`src/rtl/cpu_pkg.sv`:
```
// Shared CPU front-end types: fetch FSM states, the canonical NOP and the
// IF/ID boundary record consumed by decode.
package cpu_pkg;

  typedef enum logic [1:0] {
    REQ  = 2'd0,
    WAIT = 2'd1,
    HOLD = 2'd2
  } fetch_state_e;

  localparam logic [31:0] NOP_INSTR = 32'h0000_0013;

  typedef struct packed {
    logic        valid;
    logic [31:0] instr;
    logic [31:0] pc;
    logic [31:0] pc_plus4;
  } if_id_t;

endpackage

```
`src/rtl/fetch_stage.sv`:
```
// Instruction fetch: owns the PC, keeps one request outstanding to imem and
// feeds IF/ID through a one-entry skid buffer; execute redirects flush it.
module fetch_stage #(
  parameter logic [31:0] RESET_PC  = 32'h0000_0000,
  parameter logic [31:0] NOP_INSTR = cpu_pkg::NOP_INSTR
) (
  input  logic        clk,
  input  logic        rst_n,
  output logic        imem_req_valid,
  input  logic        imem_req_ready,
  output logic [31:0] imem_req_addr,
  input  logic        imem_rsp_valid,
  input  logic [31:0] imem_rsp_data,
  input  logic        redirect_valid,
  input  logic [31:0] redirect_pc,
  output logic        id_valid,
  input  logic        id_ready,
  output logic [31:0] id_instr,
  output logic [31:0] id_pc,
  output logic [31:0] id_pc_plus4
);
  import cpu_pkg::*;

  fetch_state_e state_q, state_d;
  logic [31:0]  pc_q, pc_d;
  logic         kill_q, kill_d;
  logic         req_valid_q, req_valid_d;
  logic         buf_valid_q, buf_valid_d;
  logic [31:0]  buf_instr_q, buf_instr_d;
  logic [31:0]  buf_pc_q, buf_pc_d;
  if_id_t       if_id_q, if_id_d;
  logic         req_fire_s;
  logic         slot_free_s;
  logic         redirect_lsb_unused;

  assign redirect_lsb_unused = ^redirect_pc[1:0];

  // Next-state logic: redirect overrides normal fetch sequencing
  always_comb begin
    state_d     = state_q;
    pc_d        = pc_q;
    kill_d      = kill_q;
    buf_valid_d = buf_valid_q;
    buf_instr_d = buf_instr_q;
    buf_pc_d    = buf_pc_q;
    if_id_d     = if_id_q;
    req_fire_s  = req_valid_q && imem_req_ready;
    slot_free_s = !if_id_q.valid || id_ready;

    if (if_id_q.valid && id_ready) begin
      if_id_d.valid = 1'b0;
      if_id_d.instr = NOP_INSTR;
    end else begin
      if_id_d.valid = if_id_q.valid;
    end

    if (redirect_valid) begin
      pc_d          = {redirect_pc[31:2], 2'b00};
      if_id_d.valid = 1'b0;
      if_id_d.instr = NOP_INSTR;
      buf_valid_d   = 1'b0;
      case (state_q)
        REQ: begin
          if (req_fire_s) begin
            state_d = WAIT;
            kill_d  = 1'b1;
          end else begin
            state_d = REQ;
          end
        end
        // A response arriving with the redirect is simply the one to drop
        WAIT: begin
          if (imem_rsp_valid) begin
            state_d = REQ;
            kill_d  = 1'b0;
          end else begin
            kill_d  = 1'b1;
          end
        end
        HOLD:    state_d = REQ;
        default: begin
          state_d = REQ;
          kill_d  = 1'b0;
        end
      endcase
    end else begin
      case (state_q)
        REQ: begin
          if (req_fire_s) begin
            state_d = WAIT;
          end else begin
            state_d = REQ;
          end
        end
        WAIT: begin
          if (!imem_rsp_valid) begin
            state_d = WAIT;
          end else if (kill_q) begin
            kill_d  = 1'b0;
            state_d = REQ;
          end else if (slot_free_s) begin
            if_id_d = '{valid: 1'b1, instr: imem_rsp_data, pc: pc_q, pc_plus4: pc_q + 32'd4};
            pc_d    = pc_q + 32'd4;
            state_d = REQ;
          end else begin
            buf_valid_d = 1'b1;
            buf_instr_d = imem_rsp_data;
            buf_pc_d    = pc_q;
            pc_d        = pc_q + 32'd4;
            state_d     = HOLD;
          end
        end
        HOLD: begin
          if (id_ready && buf_valid_q) begin
            if_id_d     = '{valid: 1'b1, instr: buf_instr_q, pc: buf_pc_q, pc_plus4: buf_pc_q + 32'd4};
            buf_valid_d = 1'b0;
            state_d     = REQ;
          end else begin
            state_d = HOLD;
          end
        end
        default: begin
          state_d = REQ;
          kill_d  = 1'b0;
        end
      endcase
    end

    req_valid_d = (state_d == REQ);
  end

  // State and output registers; request valid is held low throughout reset
  always_ff @(posedge clk or negedge rst_n) begin
    if (!rst_n) begin
      state_q     <= REQ;
      pc_q        <= RESET_PC;
      kill_q      <= 1'b0;
      req_valid_q <= 1'b0;
      buf_valid_q <= 1'b0;
      buf_instr_q <= NOP_INSTR;
      buf_pc_q    <= 32'd0;
      if_id_q     <= '{valid: 1'b0, instr: NOP_INSTR, pc: 32'd0, pc_plus4: 32'd4};
    end else begin
      state_q     <= state_d;
      pc_q        <= pc_d;
      kill_q      <= kill_d;
      req_valid_q <= req_valid_d;
      buf_valid_q <= buf_valid_d;
      buf_instr_q <= buf_instr_d;
      buf_pc_q    <= buf_pc_d;
      if_id_q     <= if_id_d;
    end
  end

  assign imem_req_valid = req_valid_q;
  assign imem_req_addr  = pc_q;
  assign id_valid       = if_id_q.valid;
  assign id_instr       = if_id_q.instr;
  assign id_pc          = if_id_q.pc;
  assign id_pc_plus4    = if_id_q.pc_plus4;

  rsp_only_in_wait: assert property (@(posedge clk) disable iff (!rst_n)
    imem_rsp_valid |-> (state_q == WAIT));

endmodule

```
`config.mk`:
```
export PLATFORM = sky130hd
export DESIGN_NAME = fetch_stage
export DESIGN_NICKNAME = d
export VERILOG_FILES = /design/src/rtl/cpu_pkg.sv /design/src/rtl/fetch_stage.sv
export SDC_FILE = /design/constraint.sdc
export NUM_CORES = 1
export LEC_CHECK = 0
export ABC_AREA = 1
export BUFFER_PORTS_ARGS = -buffer_cell sky130_fd_sc_hd__buf_4
export CORE_ASPECT_RATIO = 1.2
export CORE_UTILIZATION = 40
export DETAILED_ROUTE_END_ITERATION = 8
export GPL_ROUTABILITY_DRIVEN = 0
export SETUP_SLACK_MARGIN = 0.5
export SLEW_MARGIN = 20
export SYNTH_ARGS = -nofsm -noshare
export SYNTH_HDL_FRONTEND = slang
export SYNTH_SLANG_ARGS = --single-unit
```
`constraint.sdc`:
```
create_clock -name clk -period 1.97 [get_ports clk]
set_input_delay 0.394 -clock clk [delete_from_list [all_inputs] [get_ports clk]]
set_output_delay 0.394 -clock clk [all_outputs]
set_load 0.02 [all_outputs]
```
Word-level counts from Yosys, hierarchy flattened
Index checks and enable logic that the tools add are counted.
- bits in read-only memories: 0
- output and inout bits: 130
- bits of input ports: 70
- logic and storage cells: 80
- RAM bits: 0
- bits in latches: 0
- memories kept: 0
- bits in registers: 198
- multiplexer cells: 33
- eq/ne operators: 14
- reductions and logical operators: 17
- shifts and indexed selects: 0
- bitwise gates (word level): 3
- add/sub/neg operators: 2
- order comparisons: 0
- divide/modulo/power cells: 0
- multipliers: 0
- operator list (operator ; count):
    $mux W97 ; 4
    $pmux W97 S2 ; 1
    $mux W32 ; 5
    $add A32 B3 Y32 const B ; 2
    $mux W33 ; 1
    $ne A3 B3 Y1 const B ; 5
    $mux W2 ; 6
    $ne A2 B2 Y1 const B ; 6
    $mux W1 ; 11
    $reduce_and A5 Y1 ; 2
    $pmux W2 S3 ; 1
    $reduce_and A6 Y1 ; 1
    $reduce_bool A2 Y1 ; 3
    $logic_not A2 Y1 ; 2
    $pmux W1 S2 ; 2
    $pmux W2 S2 ; 1
    $reduce_and A4 Y1 ; 1
    $logic_and A1 B1 Y1 ; 3
    $not A1 Y1 ; 3
    $pmux W1 S3 ; 1
    $reduce_and A3 Y1 ; 1
    $reduce_bool A3 Y1 ; 1
    $eq A2 B1 Y1 const B ; 1
    $eq A2 B2 Y1 const B ; 1
    other kinds (4) ; 4

Depth between registers and ports, before layout
Gate-level depths: netlist of run 1.
- depth in word-level cells: 8
- depth in mapped cells: 13
- depth with buffers taken out: 12

Least setup slack after synthesis of run 1
OpenSTA, ideal clock, no wires.
- kind: reg2reg
- from: register pc_q[2] (netlist: imem_req_addr[2])
- to: register if_id_q, in the netlist id_pc_plus4[28]
- required time: 1.854 ns
- setup time: 0.116 ns
- path slack: 0.265 ns
- arrival time: 1.589 ns
- buffers on the path: 0
- cell stages (with the launch flop): 11
- clock period less this slack: 1.705 ns
- path through: dfrtp_1 > ha_1 > nand2_1 > nor2_1 > nand2_1 > inv_1 > nand3_1 > nand3_1 > nand2_1 > nand2_1 > nand2_1
- word-level cells in the longest chain between the ends: 5
- ends and longest elaborated chain (what ; line ; source):
    start: declaration ; fetch_stage.sv:25 ; logic [31:0] pc_q, pc_d;
    start signal: assignment ; fetch_stage.sv:145 ; pc_q <= pc_d;
    $add A32 B3 Y32 ; fetch_stage.sv:102 ; if_id_d = '{valid: 1'b1, instr: imem_rsp_data, pc: pc_q, pc_plus4: pc_q + 32'd4};
    $mux W97 ; fetch_stage.sv:101 ; end else if (slot_free_s) begin
    $mux W97 ; fetch_stage.sv:98 ; end else if (kill_q) begin
    $mux W97 ; fetch_stage.sv:96 ; if (!imem_rsp_valid) begin
    $pmux W97 S2 ; fetch_stage.sv:87 ; case (state_q)
    end signal: assignment ; fetch_stage.sv:142 ; if_id_q <= '{valid: 1'b0, instr: NOP_INSTR, pc: 32'd0, pc_plus4: 32'd4};
    end signal: assignment ; fetch_stage.sv:151 ; if_id_q <= if_id_d;
    end: declaration ; fetch_stage.sv:31 ; if_id_t if_id_q, if_id_d;
No other way between the ends. The select of a mux whose other input is x is not followed.
A chain may end at the register's enable or synchronous reset.

Final worst setup path of run 1
- from: register state_q[1]
- to: register if_id_q, in the netlist id_pc_plus4[7]
- word-level cells in the longest chain between the ends: 3
- elaborated cells between the ends (all ways): 9
- those cells by class: eq/ne: 6; mux: 1; reduce/logical: 2
- ends and longest elaborated chain (what ; line ; source):
    start: declaration ; fetch_stage.sv:24 ; fetch_state_e state_q, state_d;
    start signal: assignment ; fetch_stage.sv:144 ; state_q <= state_d;
    $eq A2 B2 Y1 or $eq A2 B1 Y1 (tied branches) ; fetch_stage.sv:87 ;
    $ne A2 B2 Y1 (no source line) or $reduce_bool A2 Y1 (tied branches) ; -- ;
    $reduce_and A6 Y1 (no source line) ; -- ;
Several ways; a longest one is shown, not always the timed one.

==> results of run 1 <==
==> kinds of logic (layout without fill, tap and decap cells) <==
kind of cell / Yosys count / after routing / share of synthesized area, %
AND/OR/NAND/NOR: 676 / 676 / 27.3
AO/OA/AOI/OAI: 267 / 267 / 15.9
buffers and inverters: 193 / 496 / 7.81
flip-flops: 191 / 191 / 47.5
XOR/XNOR: 9 / 9 / 0.782
adder cells (fa/ha/maj): 6 / 6 / 0.745
other: 1 / 2 / 0.0372
==> power breakdown <==
part	switching [W]	internal (W)	leakage, nW
sequential	0.000216	0.00411	2.55
clock	0.00165	0.00206	0.293
combinational	0.00135	0.00104	4.22
total	0.00321	0.00720	7.06
==> layout make-up <==
cell class | instances | area, sq um
Clock buffer | 21 | 450
Clock inverter | 11 | 155
Fill cell | 2140 | 9350
Inverter | 120 | 470
Multi-Input combinational cell | 960 | 5550
Sequential cell | 191 | 4820
Tap cell | 325 | 407
Timing Repair Buffer | 343 | 3540
Timing Repair inverter | 1 | 11.3
==> critical path: stages, from the launching register on <==
cell,delay [ns]
dfrtp_2,0.42
buf_6,0.13
ha_4,0.17
or2_4,0.24
nand3_2,0.07
inv_2,0.06
nand3_4,0.07
nor2_4,0.06
buf_4,0.14
buf_12,0.14
a22o_1,0.20
==> per-stage QoR <==
step	cells	util (%)	hold WS (ns)	area (sq um)	power [W]
2_1_floorplan	1344	-	0.0984	10300	0.00526
3_3_place_gp	1847	49.8	0.396	12300	0.00605
3_5_place_dp	1847	49.8	0.390	12300	0.00606
4_1_cts	1926	57.0	0.153	14100	0.0101
5_1_grt	1972	62.2	0.170	15400	0.0108
6_report	1972	62.2	0.168	15400	0.0104
==> worst max-delay path by stage <==
| stage | from | end | slack, ns |
|---|---|---|---|
| floorplan | state_q[1] | id_pc_plus4[21] | 0.38 |
| global placement | state_q[1] | id_pc_plus4[14] | 0.09 |
| detailed placement | state_q[1] | id_pc_plus4[14] | 0.06 |
| CTS | state_q[1] | id_pc_plus4[5] | 0.22 |
| global route | state_q[1] | id_pc_plus4[14] | 0.07 |
| finish | state_q[1] | id_pc_plus4[7] | 0.15 |
==> per-layer routing <==
| layer | routed length [um] | GRT usage [%] | vias up |
|---|---|---|---|
| met1 | 15000 | 34.9 | 5237 |
| li1 | - | - | 4998 |
| met3 | 3350 | 6.31 | 179 |
| met4 | 2590 | 17.0 | 0 |
| met5 | 0 | 0 | - |
| met2 | 20300 | 49.4 | 510 |
==> flip-flops by register name (all words and copies together) (netlist names) <==
name	count
id_pc_plus4	30
kill_q	1
buf_pc_q	30
buf_valid_q	1
state_q	2
imem_req_valid	1
imem_req_addr	30
buf_instr_q	32
id_pc	31
id_instr	32
id_valid	1
==> placed cells by master, fill, tap and decap left out, types with 20 or more instances in the layout <==
| cell type | count |
|---|---|
| nand3_1 | 89 |
| a21oi_1 | 32 |
| buf_4 | 247 |
| nand2_4 | 36 |
| buf_6 | 43 |
| clkbuf_16 | 27 |
| dfrtp_2 | 26 |
| nor2_1 | 73 |
| inv_1 | 108 |
| nand3_2 | 21 |
| dfrtp_1 | 158 |
| o21ai_2 | 40 |
| nor2_2 | 23 |
| nand2_2 | 41 |
| o22ai_1 | 20 |
| buf_12 | 21 |
| nand2_1 | 370 |
| a22o_1 | 34 |
| o21ai_1 | 60 |
| o21ai_0 | 31 |
==> timing repair <==
item / in CTS / in global routing
pin swaps: 31 / 31
endpoints found under the setup margin: 214 / 222
hold buffers: 1 / 0
cloned: 16 / 15
endpoints found under the hold margin: 43 / 0
buffers inserted: 30 / 31
gates resized for setup: 183 / 255
==> results.yml, run 1 <==
run_status:
  status: "finished, final reports clean"
timing:
  grt_setup_unrepaired: "yes"
  finalHoldViolCount: 0
  finalWorstSetupSlack_ns: 0.149
  skew_ns: 0.0201
  finalCritPeriodShare_pct: 92.4
  drv_slew: 0
  finalSetupTns_ns: 0
  setup_violations: 0
  fmax_mhz: 549
  min_period_ns: 1.82
setup_path:
  timing.rr.start: "state_q[1]"
  required_ns: 2.30
  cp-start-kind: "flop"
  end_kind: "flop"
  cp_data_arrival_time_ns: 2.15
  reg2reg_depth: 10
  cp_max_fo: 16
  rrSetupSlack_ns: 0.15
  r2r-end: "id_pc_plus4[7]"
  critical_path_class: "reg -> reg"
routing:
  drc: 0
  drtIter0Drc: 906
  wl_mm: 41.2
  drtAntennaViolNets: 0
  wl_per_cell_um: 20.9
  viasPerCell: 5.54
  drtPass1Iterations: 6
  num_vias: 10924
min_path:
  min_path_type: "in -> reg"
  worstHoldStart: "redirect_pc[5]"
  holdPathEnd: "imem_req_addr[5]"
  hold_depth: 3
synthesis:
  ys_top_cells_by_count: "448 x nand2_1, 184 x dfrtp_1, 124 x o21ai_0"
  postSynth.asyncResetShare_pct: 100
  synthFlopType: "dfrtp_1"
  netlist_area_sq_mm: 0.0101
  synth.distinct_cells: 38
  avgSynthCellArea_sq_um: 7.50
  synth_seq_cells: 191
  synth_area_leader_cell: "dfrtp_1"
  synth_edf_count: 0
  synth-seq-area-share_pct: 47.5
  synth.yosys.warnings: 0
  synth_area_leaders: "dfrtp_1 46%, nand2_1 17%, o21ai_0 6.2%"
  synth_most_common_cell: "nand2_1"
  yosysTopAreaCellShare_pct: 45.7
  syn_inst: 1343
die:
  die_area_sq_mm: 0.0258
  fp-row-count: 63
  core_area_sq_mm: 0.0248
  initial_core_util_pct: 40.7
  top_level_ports: 200
  die_y_um: 176
  die_w_um: 147
clock_tree:
  clk_latency_ns: 0.46
  clockRootBuffer: "clkbuf_16"
  cts_tree: "yes"
  clk_pin_slew_ns: 0.07
  numCtsBuffers: 17
  numClockSinks: 191
  clock_path_buffers: 2
  htreeDepth: 4
power_and_ir_drop:
  power_density_mw_per_mm2: 676
  ir_drop_mv: 0.601
  p_leak_nw: 7.06
global_route:
  overflow: 0
  antenna_found_initial: 0
  first_global_vias: 10589
  grt_pass1_wl_mm: 58.2
  grt_use_total_pct: 29.5
  grt_max_degree: 48
finish:
  n_antenna_cell: 0
  fin_nets: 1710
  synthToLayoutAreaGrowth_pct: 52.8
  final_layout_size_suffix_gt1_share_pct: 38.3
place:
  portBuffers: 195
  pre_cts_slack_ns: 0.0581
  dp_hpwl_mm: 24.6
job:
  drv_cap: 0
Note: power is estimated with default switching activity, not from simulation.
==> run 2, diff against run 1 <==
--- a/config.mk
+++ b/config.mk
@@ -11,6 +11,7 @@
 export CORE_UTILIZATION = 40
 export DETAILED_ROUTE_END_ITERATION = 8
 export GPL_ROUTABILITY_DRIVEN = 0
+export RECOVER_POWER = 100
 export SETUP_SLACK_MARGIN = 0.5
 export SLEW_MARGIN = 20
 export SYNTH_ARGS = -nofsm -noshare
==> run 2 against run 1 <==
Compared with the run above: die area stayed put; via count is 0.20% higher; wire length is 0.26% higher; critical endpoint is now imem_req_addr[11]; highest routed layer unchanged.
==> results.yml, run 2 (same netlist as run 1, synthesis figures left out) <==
min_path:
  min_path_type: "in -> reg"
clock_tree:
  clock_path_buffers: 2
  numClockSinks: 191
  clockRootBuffer: "clkbuf_16"
  cts_tree: "yes"
  htreeDepth: 4
  numCtsBuffers: 17
  clk_latency_ns: 0.46
  clk_pin_slew_ns: 0.07
setup_path:
  cp_max_fo: 8
  end_kind: "flop"
  required_ns: 2.28
  critical_path_class: "reg -> reg"
  cp_data_arrival_time_ns: 2.15
  cp-start-kind: "flop"
global_route:
  grt_use_total_pct: 29.5
  grt_max_degree: 48
  antenna_found_initial: 0
  first_global_vias: 10589
  overflow: 0
  grt_pass1_wl_mm: 58.2
routing:
  drtPass1Iterations: 5
  drtAntennaViolNets: 0
  drc: 0
  num_vias: 10946
  viasPerCell: 5.55
  wl_per_cell_um: 21.0
  drtIter0Drc: 986
  wl_mm: 41.3
timing:
  grt_setup_unrepaired: "yes"
  tightest_slew_ns: 0.556
  setup_violations: 0
  drv_slew: 0
  slew-limit-headroom_pct: 63.0
  finalCritPeriodShare_pct: 93.6
  finalSetupTns_ns: 0
  fmax_mhz: 542
  finalWorstSetupSlack_ns: 0.126
  skew_ns: 0.0194
  finalHoldViolCount: 0
  min_period_ns: 1.84
job:
  drv_cap: 0
power_and_ir_drop:
  p_leak_nw: 6.58
  clock_power_share_pct: 36.1
  p_sw_w: 0.00319
  power_frac_seq_pct: 41.9
  netSwitchingFraction_pct: 31.1
  ir_drop_mv: 0.605
  power_density_mw_per_mm2: 694
  p_int_w: 0.00708
  power_frac_comb_pct: 22.0
die:
  die_area_sq_mm: 0.0258
  die_y_um: 176
  fp-row-count: 63
  die_w_um: 147
  top_level_ports: 200
  initial_core_util_pct: 40.7
  core_area_sq_mm: 0.0248
finish:
  final_layout_size_suffix_gt1_share_pct: 29.4
  n_antenna_cell: 0
  synthToLayoutAreaGrowth_pct: 46.9
  final_common_cell: "nand2_1"
  fin_nets: 1710
  final_cell_mix: "373 x nand2_1, 174 x dfrtp_1, 146 x buf_4, 113 x clkbuf_1, 110 x inv_1"
  nFillCells: 2308
  seq_area_sq_mm: 0.00480
  multiInputGateArea_sq_mm: 0.00547
place:
  pre_cts_slack_ns: 0.0581
  dp_hpwl_mm: 24.6
  portBuffers: 195
run_status:
  status: "finished, final reports clean"
[run 2: worst max-delay path, cell delays in order (launching register included)]
cell and delay [ns]:
dfrtp_2 0.41, inv_1 0.11, ha_4 0.19, nand3b_4 0.10, buf_6 0.14, clkbuf_4 0.13, buf_6 0.12, nand2_4 0.19
buf_12 0.18, o221ai_1 0.11
[run 2: what timing repair did]
action	4_1_cts	5_1_grt
cloned	16	15
pin swaps	31	31
setup buffers	30	31
hold endpoints to repair	43	0
setup endpoints to repair	214	222
hold buffers	1	0
gates resized for setup	183	255
[run 2: cell type report]
class,count,share of cell area (%)
clock buffers,21,3.04
multi-input cells,960,36.9
repair inverters,1,0.0761
inverters,120,3.18
flip-flops and latches,191,32.4
clock inverters,11,1.05
repair buffers,343,20.6
well taps,325,2.75
[run 2: stage by stage]
step	hold slack [ns]	std cells	area, sq um	utilization [%]	power, W
global route	0.172	1972	14800	59.8	0.0106
floorplan	0.0984	1344	10300	-	0.00526
detailed placement	0.390	1847	12300	49.8	0.00606
finish	0.162	1972	14800	59.8	0.0103
global placement	0.396	1847	12300	49.8	0.00605
CTS	0.153	1926	14100	57.0	0.0101
[run 2: path summary, 6_finish.rpt]
check | from | to | slack, ns | depth (start not counted)
worst max-delay path | state_q[1] | imem_req_addr[11] | 0.13 | 9
worst min-delay path | redirect_pc[5] | imem_req_addr[5] | 0.16 | 3
worst max register to register | state_q[1] | imem_req_addr[11] | 0.13 | 9
worst min register to register | buf_instr_q[0] | buf_instr_q[0] | 0.48 | 2
max in group asynchronous | rst_n | imem_req_addr[26] | 0.51 | 3
min in group asynchronous | rst_n | id_pc_plus4[16] | 0.48 | 2
[run 2: metal layers]
layer | share of wire, % | vias to the layer above | routed length, um | GRT usage, %
li1 | - | 4993 | - | -
met1 | 37 | 5242 | 15400 | 34.9
met2 | 49 | 532 | 20200 | 49.4
met3 | 7.7 | 179 | 3170 | 6.31
met4 | 6.2 | 0 | 2560 | 17.0
met5 | 0 | - | 0 | 0
[run 2: power groups by stage]
stage / Combinational, W / Clock, W / Sequential, W
CTS: 0.00201 / 0.00374 / 0.00430
floorplan: 0.000767 / 0 / 0.00449
detailed placement: 0.00169 / 0 / 0.00437
global placement: 0.00168 / 0 / 0.00437
global route: 0.00240 / 0.00391 / 0.00432
finish: 0.00226 / 0.00371 / 0.00430
